===== src/rtl/vga_timing_gen_if.sv =====
// VGA raster bundle: position counters, sync/blank strobes and colour.
// The generator drives it through modport out; overlay stages read it through modport in.
interface vga_if;
   logic [10:0] hcount;
   logic [10:0] vcount;
   logic        hsync;
   logic        vsync;
   logic        hblnk;
   logic        vblnk;
   logic [11:0] rgb;

   modport out (output hcount, vcount, hsync, vsync, hblnk, vblnk, rgb);
   modport in  (input  hcount, vcount, hsync, vsync, hblnk, vblnk, rgb);
endinterface


===== src/rtl/vga_timing_gen.sv =====
// VGA raster timing generator: registered counters, sync, blanking and frame_start.
// Every vga_out field is a flop output, so downstream overlay stages see no input-to-output paths.
module vga_timing_gen #(
   parameter int H_ACTIVE = 800,
   parameter int H_FP     = 40,
   parameter int H_SYNC   = 128,
   parameter int H_BP     = 88,
   parameter int V_ACTIVE = 600,
   parameter int V_FP     = 1,
   parameter int V_SYNC   = 4,
   parameter int V_BP     = 23,
   parameter bit SYNC_POL = 1'b1
) (
   input  logic clk,
   input  logic rst_n,
   input  logic en,
   input  logic restart,
   vga_if.out   vga_out,
   output logic frame_start
);

   localparam int H_TOTAL = H_ACTIVE + H_FP + H_SYNC + H_BP;
   localparam int V_TOTAL = V_ACTIVE + V_FP + V_SYNC + V_BP;

   localparam logic [10:0] H_LAST   = 11'(H_TOTAL - 1);
   localparam logic [10:0] V_LAST   = 11'(V_TOTAL - 1);
   localparam logic [10:0] HB_FIRST = 11'(H_ACTIVE);
   localparam logic [10:0] VB_FIRST = 11'(V_ACTIVE);
   localparam logic [10:0] HS_FIRST = 11'(H_ACTIVE + H_FP);
   localparam logic [10:0] HS_LAST  = 11'(H_ACTIVE + H_FP + H_SYNC - 1);
   localparam logic [10:0] VS_FIRST = 11'(V_ACTIVE + V_FP);
   localparam logic [10:0] VS_LAST  = 11'(V_ACTIVE + V_FP + V_SYNC - 1);

   logic [10:0] hcount_q, hcount_d;
   logic [10:0] vcount_q, vcount_d;
   logic        hsync_q, hsync_d;
   logic        vsync_q, vsync_d;
   logic        hblnk_q, hblnk_d;
   logic        vblnk_q, vblnk_d;
   logic        frame_start_q, frame_start_d;

   always_comb begin
      hcount_d      = hcount_q;
      vcount_d      = vcount_q;
      frame_start_d = 1'b0;
      if (restart) begin
         hcount_d      = '0;
         vcount_d      = '0;
         frame_start_d = 1'b1;
      end else if (en) begin
         if (hcount_q == H_LAST) begin
            hcount_d = '0;
            if (vcount_q == V_LAST) begin
               vcount_d      = '0;
               frame_start_d = 1'b1;
            end else begin
               vcount_d = vcount_q + 11'd1;
            end
         end else begin
            hcount_d = hcount_q + 11'd1;
         end
      end

      // Strobes are decoded from the next position so they land in the same cycle as the counters.
      hblnk_d = (hcount_d >= HB_FIRST);
      vblnk_d = (vcount_d >= VB_FIRST);
      hsync_d = ((hcount_d >= HS_FIRST) && (hcount_d <= HS_LAST)) ? SYNC_POL : ~SYNC_POL;
      vsync_d = ((vcount_d >= VS_FIRST) && (vcount_d <= VS_LAST)) ? SYNC_POL : ~SYNC_POL;
   end

   always_ff @(posedge clk or negedge rst_n) begin
      if (!rst_n) begin
         hcount_q      <= '0;
         vcount_q      <= '0;
         hsync_q       <= ~SYNC_POL;
         vsync_q       <= ~SYNC_POL;
         hblnk_q       <= 1'b0;
         vblnk_q       <= 1'b0;
         frame_start_q <= 1'b0;
      end else begin
         hcount_q      <= hcount_d;
         vcount_q      <= vcount_d;
         hsync_q       <= hsync_d;
         vsync_q       <= vsync_d;
         hblnk_q       <= hblnk_d;
         vblnk_q       <= vblnk_d;
         frame_start_q <= frame_start_d;
      end
   end

   assign vga_out.hcount = hcount_q;
   assign vga_out.vcount = vcount_q;
   assign vga_out.hsync  = hsync_q;
   assign vga_out.vsync  = vsync_q;
   assign vga_out.hblnk  = hblnk_q;
   assign vga_out.vblnk  = vblnk_q;
   // Colour is supplied by later overlay stages.
   assign vga_out.rgb    = 12'h000;
   assign frame_start    = frame_start_q;

endmodule


===== src/flat_wrapper.sv =====
// flat-port wrapper written by rule: the top's interface ports become plain ports
module vga_timing_gen_flat 
#(
   parameter int H_ACTIVE = 800,
   parameter int H_FP     = 40,
   parameter int H_SYNC   = 128,
   parameter int H_BP     = 88,
   parameter int V_ACTIVE = 600,
   parameter int V_FP     = 1,
   parameter int V_SYNC   = 4,
   parameter int V_BP     = 23,
   parameter bit SYNC_POL = 1'b1
)
  (clk, rst_n, en, restart, frame_start, vga_out_hcount, vga_out_vcount, vga_out_hsync, vga_out_vsync, vga_out_hblnk, vga_out_vblnk, vga_out_rgb);
  vga_if vga_out_i ();
  input  logic clk;
  input  logic rst_n;
  input  logic en;
  input  logic restart;
  output logic frame_start;
  output wire logic [$bits(vga_out_i.hcount)-1:0] vga_out_hcount;
  output wire logic [$bits(vga_out_i.vcount)-1:0] vga_out_vcount;
  output wire logic [$bits(vga_out_i.hsync)-1:0] vga_out_hsync;
  output wire logic [$bits(vga_out_i.vsync)-1:0] vga_out_vsync;
  output wire logic [$bits(vga_out_i.hblnk)-1:0] vga_out_hblnk;
  output wire logic [$bits(vga_out_i.vblnk)-1:0] vga_out_vblnk;
  output wire logic [$bits(vga_out_i.rgb)-1:0] vga_out_rgb;
  assign vga_out_hcount = vga_out_i.hcount;
  assign vga_out_vcount = vga_out_i.vcount;
  assign vga_out_hsync = vga_out_i.hsync;
  assign vga_out_vsync = vga_out_i.vsync;
  assign vga_out_hblnk = vga_out_i.hblnk;
  assign vga_out_vblnk = vga_out_i.vblnk;
  assign vga_out_rgb = vga_out_i.rgb;
  vga_timing_gen #(.H_ACTIVE(H_ACTIVE), .H_FP(H_FP), .H_SYNC(H_SYNC), .H_BP(H_BP), .V_ACTIVE(V_ACTIVE), .V_FP(V_FP), .V_SYNC(V_SYNC), .V_BP(V_BP), .SYNC_POL(SYNC_POL)) u_core (.clk(clk), .rst_n(rst_n), .en(en), .restart(restart), .vga_out(vga_out_i), .frame_start(frame_start));
endmodule

===== config.mk =====
export PLATFORM = sky130hd
export DESIGN_NAME = vga_timing_gen_flat
export DESIGN_NICKNAME = d
export VERILOG_FILES = /design/src/rtl/vga_timing_gen_if.sv /design/src/rtl/vga_timing_gen.sv /design/src/flat_wrapper.sv
export SDC_FILE = /design/constraint.sdc
export NUM_CORES = 1
export LEC_CHECK = 0
export CAP_MARGIN = 20
export CORE_UTILIZATION = 40
export DETAILED_ROUTE_END_ITERATION = 7
export GPL_TIMING_DRIVEN = 1
export PLACE_DENSITY_LB_ADDON = 0.08
export SYNTH_ARGS = -nofsm -noshare
export SYNTH_HDL_FRONTEND = slang
export SYNTH_SLANG_ARGS = --single-unit

===== constraint.sdc =====
create_clock -name clk -period 4.4 [get_ports clk]
set_input_delay 0.44 -clock clk [delete_from_list [all_inputs] [get_ports clk]]
set_output_delay 0.44 -clock clk [all_outputs]
set_load 0.05 [all_outputs]

; Word-level counts from Yosys, hierarchy flattened
; Index checks and enable logic that the tools add are counted.
[totals]
register_bits = 27
input_bits = 4
out_inout_bits = 39
word_cells = 32
[classes]
add_sub_neg = 2
magnitude_cmp = 6
n_eq_ne = 2
muxes = 13
n_reduce_logical = 2
[ops]
columns = operator, count
row1 = $mux 11, 7
row2 = $ge 11x10->1 const B, 4
row3 = $add 11x1->11 const B, 2
row4 = $le 11x10->1 const B, 2
row5 = $eq 11x10->1 const B, 1
row6 = $eq 11x11->1 const B, 1
row7 = $mux 1, 6
row8 = $logic_and 1x1->1, 2

; Logic depth before layout (Yosys ltp)
; Gate-level depths: netlist (run 1).
[depth]
depth_word = 8
depth_mapped = 8
depth_no_buf = 7

; Least setup slack after synthesis (run 1)
; Ideal clock, no wire load.
[synth_path]
kind = flip-flop to flip-flop
startpoint = register u_core.hcount_q[1], in the netlist u_core.vga_out.hcount[1]
endpoint = register u_core.vsync_q, in the netlist u_core.vga_out.vsync
t_arrival_ns = 2.477
t_required_ns = 4.314
slack_ns = 1.837
path_stages_with_launch = 9
n_path_buf = 1
cell_sequence = dfrtp_1 -> ha_1 -> clkbuf_8 -> nand4b_2 -> nor4_2 -> nand3_1 -> a22oi_1 -> nand4_1 -> nor3_1
[synth_between]
elab_chain_len = 7
word_cells_on_any_way = 8
cone_classes = order compare: 2 / eq/ne: 1 / mux: 4 / reduce/logical: 1
[synth_lines]
columns = item, line
row1 = start: declaration, vga_timing_gen.sv:34  ; logic [10:0] hcount_q, hcount_d;
row2 = start signal: assignment, vga_timing_gen.sv:81  ; hcount_q <= hcount_d;
row3 = $eq 11x11->1 *, vga_timing_gen.sv:51  ; if (hcount_q == H_LAST) begin
row4 = $mux 11 *, vga_timing_gen.sv:51
row5 = $mux 11 *, vga_timing_gen.sv:50  ; end else if (en) begin
row6 = $mux 11 *, vga_timing_gen.sv:46  ; if (restart) begin
row7 = $ge 11x10->1 / $le 11x10->1 (equally long branches), vga_timing_gen.sv:68  ; vsync_d = ((vcount_d >= VS_FIRST) && (vcount_d <= VS_LAST)) ? SYNC_POL : ~SYNC_POL;
row8 = $logic_and 1x1->1 *, vga_timing_gen.sv:68
row9 = $mux 1 *, vga_timing_gen.sv:68
row10 = via u_core.vsync_d, vga_timing_gen.sv:37  ; logic vsync_q, vsync_d;
row11 = end signal: assignment, vga_timing_gen.sv:76  ; vsync_q <= ~SYNC_POL;
row12 = end signal: assignment, vga_timing_gen.sv:84  ; vsync_q <= vsync_d;
row13 = end: declaration, vga_timing_gen.sv:37
; Mark *: on every way through the listed nets, which the timed path passes. The rest lies on a longest branch.

; Final worst setup path (run 1)
[layout_path]
startpoint = register u_core.hcount_q[0], in the netlist u_core.vga_out.hcount[0]
endpoint = register u_core.hsync_q, in the netlist u_core.vga_out.hsync
[layout_between]
elab_chain_len = 7
word_cells_on_any_way = 9
cone_classes = add/sub: 1 / order compare: 2 / eq/ne: 1 / mux: 4 / reduce/logical: 1
[layout_lines]
columns = item, line
row1 = $add 11x1->11 / $eq 11x11->1 (equally long branches), "vga_timing_gen.sv:60, vga_timing_gen.sv:51"
row2 = $mux 11, vga_timing_gen.sv:51
row3 = $mux 11 *, vga_timing_gen.sv:50
row4 = $mux 11 *, vga_timing_gen.sv:46
row5 = $ge 11x10->1 / $le 11x10->1 (equally long branches), vga_timing_gen.sv:67  ; hsync_d = ((hcount_d >= HS_FIRST) && (hcount_d <= HS_LAST)) ? SYNC_POL : ~SYNC_POL;
row6 = $logic_and 1x1->1 *, vga_timing_gen.sv:67
row7 = $mux 1 *, vga_timing_gen.sv:67
row8 = via u_core.hsync_d, vga_timing_gen.sv:36  ; logic hsync_q, hsync_d;
row9 = end signal: assignment, vga_timing_gen.sv:75  ; hsync_q <= ~SYNC_POL;
row10 = end signal: assignment, vga_timing_gen.sv:83  ; hsync_q <= hsync_d;
row11 = end: declaration, vga_timing_gen.sv:36
; Marked as above.

==> results.toml, run 1 <==
[finish]
area_delta_synth_final_pct = 16.5
layout-drive-gt1-share = 0.0877
fin_nets = 235
final_cells = 280
antennaDiodeCount = 0

[yosys]
yosys.area_share.adder = 0.0135
synth_area_leaders = "dfrtp_1, xnor2_1, buf_4"
synth_commonest_cells = "dfrtp_1, nor2_1, nand2_1, buf_4, xnor2_1"
synth_ff_type = "dfrtp_1"
muxShareOfSynthArea = 0.0229
synth_top_area_share = 0.364
seq_area_frac_synth = 0.364
synthArstFlopShare = 1.00
synthXorXnorAreaFrac = 0.0990
synth-compound-area-share = 0.133
synth_simple_gate_area_frac = 0.276
synth_top_family_by_area = "simple AND/OR/NAND/NOR gates"
yosysMostFrequentCell = "dfrtp_1"
netlist_instances = 203
synth_warnings = 0
synth.ff_latch_count = 27
synth_edf_count = 0
synth_top_area_cell = "dfrtp_1"
ys_types = 52
syn_area_per_cell_sq_um = 9.15
synth_area_sq_um = 1860

[sta]
slew_violations = 0
clock-skew-final_ps = 10.8
rsz0062_at_grt = "no"
setup_viol = 0
tightest_slew_ps = 626
period_needed_ps = 2720
timing.final.hold_violations = 0
tns_ps = 0
finalCritPeriodShare = 0.619
slew_headroom = 0.581
fmax_mhz = 367

[critical_path]
path_max_fanout = 11
critPathArrivalTime_ps = 2930
startpoint_type = "register"
endpoint_kind = "register"
crit_required_ps = 4600
path_class = "reg -> reg"

[global_routing]
antenna_found_initial = 0
grt_use_total = 0.180
grt_first_pass_wirelength_mm = 7.07
grt_max_degree = 28
overflow = 0
grt_pass1_vias = 1476

[clock_network]
tritoncts = "yes"
cts_resized = 0
clkTransAtPathRegs_ps = 100
postCtsSetupBuffers = 0
clock-sinks = 27
cts_hold_buf = 0
clk_latency_ps = 280
ctsRootBufferMaster = "clkbuf_8"
cts_buffer_depth = 2
cts-buffers-inserted = 3
h-tree-depth = 1

[routing]
wire_per_inst_microns = 15.0
ant_nets = 0
vias = 1551
viasPerCell = 5.54
drtIter0Drc = 80
drc = 0
drt_first_pass_iters = 4
routed_wirelength_mm = 4.21

[floorplanning]
start_util = 0.421
die_w_microns = 70.2
dieHeight_microns = 70.2
rows = 24
ios = 43
die-area_sq_um = 4920
core_sq_um = 4410

[placed_design]
gp_congestion = 0.827
dp_cells = 276
port_buffers = 30
dpl.hpwl_mm = 3.03

[hold_path]
hp-class = "in -> async"

[power]
p_leak_nw = 0.879
p_per_area_nw_per_um2 = 212
peakVddDrop_mv = 0.0949
power_mw = 0.459

[run_status]
status = "completed"

[flow_run]
cap_violations = 0
==> registers in the layout, indices dropped and copies added, names as in the netlist <==
| signal | count |
|---|---|
| u_core.vga_out.vblnk | 1 |
| u_core.vga_out.hcount | 11 |
| u_core.vga_out.vsync | 1 |
| u_core.vga_out.vcount | 11 |
| u_core.vga_out.hblnk | 1 |
| u_core.vga_out.hsync | 1 |
| u_core.frame_start | 1 |
==> layout make-up <==
class / instances / area [sq um]
fill: 425 / 2250
tap: 52 / 65.1
inverter: 4 / 15.0
sequential: 27 / 676
clock buffer: 4 / 45.0
timing repair buffer: 31 / 308
multi-input combinational: 162 / 1060
==> logic make-up (layout without fill, tap and decap cells) <==
group | Yosys count | in the layout
xor gates and xnor gates | 21 | 21
and+or+nand+nor | 89 | 89
AOI/OAI and AO/OA | 34 | 34
muxes | 4 | 4
adders and majority gates | 2 | 2
other | 1 | 12
buffers and inverters | 25 | 39
DFF | 27 | 27
==> placed cells by master, fill, tap and decap left out, types with 2 or more instances in the layout <==
cell type and count:
and3_1 5, o211ai_1 2, dfrtp_1 27, or3_2 2, nor4_1 4, o21ai_0 7
nor2b_1 3, a21oi_1 9, nand3b_1 2, ha_1 2, mux2i_1 2, and4_1 2
nor2_1 20, nor3_1 6, clkdlybuf4s50_1 30, xor2_1 9, a21o_1 2, nand3_1 10
nand2_1 18, conb_1 12, clkbuf_8 3, nand4_1 5, xnor2_1 12, a311oi_2 2
mux2_2 2, nor4b_1 2, inv_1 4
==> worst paths after layout <==
path	startpoint	to	slack (ps)	cells past startpoint
min	rst_n	u_core.vga_out.hcount[3]$_DFF_PN0_	530	2
max reg2reg	u_core.vga_out.hcount[0]$_DFF_PN0_	u_core.vga_out.hsync$_DFF_PN0_	1680	7
min reg2reg	u_core.vga_out.vcount[6]$_DFF_PN0_	u_core.vga_out.vcount[6]$_DFF_PN0_	600	1
min in group clk	u_core.vga_out.vcount[6]$_DFF_PN0_	u_core.vga_out.vcount[6]$_DFF_PN0_	600	1
max in group asynchronous	rst_n	u_core.vga_out.vblnk$_DFF_PN0_	3600	2
max	u_core.vga_out.hcount[0]$_DFF_PN0_	u_core.vga_out.hsync$_DFF_PN0_	1680	7
==> power breakdown <==
group | switching [mW] | total, mW | internal (mW)
Sequential | 0.00520 | 0.255 | 0.250
Combinational | 0.0491 | 0.0614 | 0.0123
Clock | 0.0777 | 0.143 | 0.0650
Total | 0.132 | 0.459 | 0.327
==> per-stage QoR <==
stage / util / setup slack [ps] / cell area [sq um] / hold slack, ps
2_1_floorplan: - / 1840 / 1900 / 144
3_3_place_gp: 0.480 / 1520 / 2120 / 582
3_5_place_dp: 0.480 / 1440 / 2120 / 592
4_1_cts: 0.490 / 1680 / 2160 / 546
5_1_grt: 0.490 / 1390 / 2160 / 567
6_report: 0.490 / 1680 / 2160 / 530
==> worst max-delay path, cell delays in order, from the launching register on <==
cell and delay [ps]:
dfrtp_1 560, ha_1 420, nand4b_2 340, o31ai_4 570, o32ai_1 210, nor4_1 300
o21ai_0 110, a21oi_1 130
==> routing by layer <==
| layer | up-vias | GRT usage | wire [microns] |
|---|---|---|---|
| li1 | 752 | - | - |
| met1 | 738 | 0.236 | 1980 |
| met2 | 52 | 0.298 | 1960 |
| met3 | 9 | 0.0361 | 204 |
| met4 | 0 | 0.0578 | 68 |
| met5 | - | 0 | 0 |
Note: power is estimated with default switching activity, not from simulation.
==> inputs of run 2 (changes only) <==
==> constraint.sdc (replaced) <==
create_clock -name clk -period 2.19 [get_ports clk]
set_input_delay 0.219 -clock clk [delete_from_list [all_inputs] [get_ports clk]]
set_output_delay 0.219 -clock clk [all_outputs]
set_load 0.05 [all_outputs]
==> results.toml, run 2 (synthesis results as in run 1) <==
[run_status]
status = "completed"

[critical_path]
crit_required_ps = 2380
startpoint_type = "register"
cpPeakStageDelay_ps = 650
timing.rr.end = "u_core.vga_out.vsync$_DFF_PN0_"
regToRegSetupSlack_ps = 50
path_max_fanout = 8
timing.rr.start = "u_core.vga_out.hcount[6]$_DFF_PN0_"
path_class = "reg -> reg"
endpoint_kind = "register"
crit_path_cell_trace = "or4_4, nor3_4, a21oi_2, a311oi_2, nand4_1, nor3_1"
critPathArrivalTime_ps = 2340
r2r_cells = 6
crit_path_top_delay_cell = "or4_4"
crit_buf_inv = 0
cp_top_family = "simple AND/OR/NAND/NOR gates"

[routing]
viasPerCell = 5.32
ant_nets = 0
drtIter0Drc = 96
drc = 0
routed_wirelength_mm = 4.43
wire_per_inst_microns = 14.7
drt_first_pass_iters = 4
vias = 1607

[global_routing]
overflow = 0
grt_max_degree = 28
antenna_found_initial = 0
grt_use_total = 0.186
grt_first_pass_wirelength_mm = 7.29
grt_pass1_vias = 1503

[finish]
seqCellArea_sq_um = 682
layout_common_cells = "clkdlybuf4s50_1, buf_4, dfrtp_1"
antennaDiodeCount = 0
layout-drive-gt1-share = 0.208
area_delta_synth_final_pct = 28.6
final_common_cell = "clkdlybuf4s50_1"
final_cells = 302
fillCellCount = 417
multi_input_area_sq_um = 1100
fin_nets = 257

[power]
sw_frac_of_total = 0.287
power_mw = 0.933
clkPwrFrac = 0.303
pwr-share-seq = 0.542
p_int_mw = 0.666
p_leak_nw = 0.981
combinationalPowerShare = 0.155
peakVddDrop_mv = 0.315
p_per_area_nw_per_um2 = 391
power_switching_mw = 0.267

[clock_network]
h-tree-depth = 1
postCtsSetupBuffers = 0
cts-buffers-inserted = 3
clk_latency_ps = 270
tritoncts = "yes"
ctsRootBufferMaster = "clkbuf_8"
clkTransAtPathRegs_ps = 90
clock-sinks = 27
cts_buffer_depth = 2

[floorplanning]
ios = 43
die-area_sq_um = 4920
core_sq_um = 4410
rows = 24
die_w_microns = 70.2
dieHeight_microns = 70.2
start_util = 0.421

[flow_run]
cap_violations = 0

[sta]
finalCritPeriodShare = 0.977
slew_violations = 0
clock-skew-final_ps = 5.99
setup_viol = 0
timing.final.hold_violations = 0
tightest_slew_ps = 500
slew_headroom = 0.665
period_needed_ps = 2140
fmax_mhz = 467
rsz0062_at_grt = "yes"

[hold_path]
hp-class = "in -> async"

[placed_design]
gp_congestion = 0.829
dp_cells = 298
port_buffers = 30
dpl.hpwl_mm = 3.40
[run 2: changes by cell type in the layout (fill, tap and decap cells not counted), sizes merged]
cell    delta
clkinv     +1
buf       +22
clkbuf     -1
[run 2: per-stage QoR]
step	setup WS (ps)	setup TNS, ps	utilization	area (sq um)	hold WS (ps)
finish	49.4	0	0.541	2390	319
global placement	25.2	0	0.526	2320	584
CTS	14.7	0	0.536	2370	335
detailed placement	-16.3	-16.3	0.526	2320	576
global route	-57.1	-57.2	0.541	2390	339
floorplan	-90.1	-179	-	1940	-76.6
[run 2: worst max path at each step]
stage,start,endpoint,cells after the start
2_1_floorplan,u_core.vga_out.hcount[7]$_DFF_PN0_,u_core.vga_out.hsync$_DFF_PN0_,7
3_3_place_gp,en,u_core.vga_out.vsync$_DFF_PN0_,7
3_5_place_dp,en,u_core.vga_out.vsync$_DFF_PN0_,7
4_1_cts,u_core.vga_out.hcount[5]$_DFF_PN0_,u_core.vga_out.vsync$_DFF_PN0_,6
5_1_grt,u_core.vga_out.hcount[6]$_DFF_PN0_,u_core.vga_out.vsync$_DFF_PN0_,6
6_report,u_core.vga_out.hcount[6]$_DFF_PN0_,u_core.vga_out.vsync$_DFF_PN0_,6
[run 2: cell type report]
type | count | area share
clock buffers | 3 | 0.0173
inverters | 4 | 0.00629
well taps | 52 | 0.0272
clock inverters | 1 | 0.00210
repair buffers | 53 | 0.200
multi-input cells | 162 | 0.462
flip-flops and latches | 27 | 0.285
[run 2: timing repair]
action,in CTS,in global routing
hold buffers,0,0
pin swaps,3,4
endpoints found under the hold margin,0,0
endpoints found under the setup margin,2,3
gates resized for setup,0,4
[run 2: metal layers]
layer | share of wire | global-route usage | routed length (microns) | vias up
met5 | 0 | 0 | 0 | -
met4 | 0.0093 | 0.0356 | 41 | 0
met2 | 0.45 | 0.266 | 2010 | 40
met3 | 0.035 | 0.0404 | 155 | 4
li1 | - | - | - | 790
met1 | 0.50 | 0.286 | 2220 | 773
[run 2: power by group through the flow]
stage,clock (mW),sequential [mW],combinational (mW)
floorplan,0,0.534,0.0953
global placement,0,0.515,0.143
detailed placement,0,0.516,0.144
CTS,0.296,0.506,0.144
global route,0.319,0.507,0.154
finish,0.283,0.506,0.145
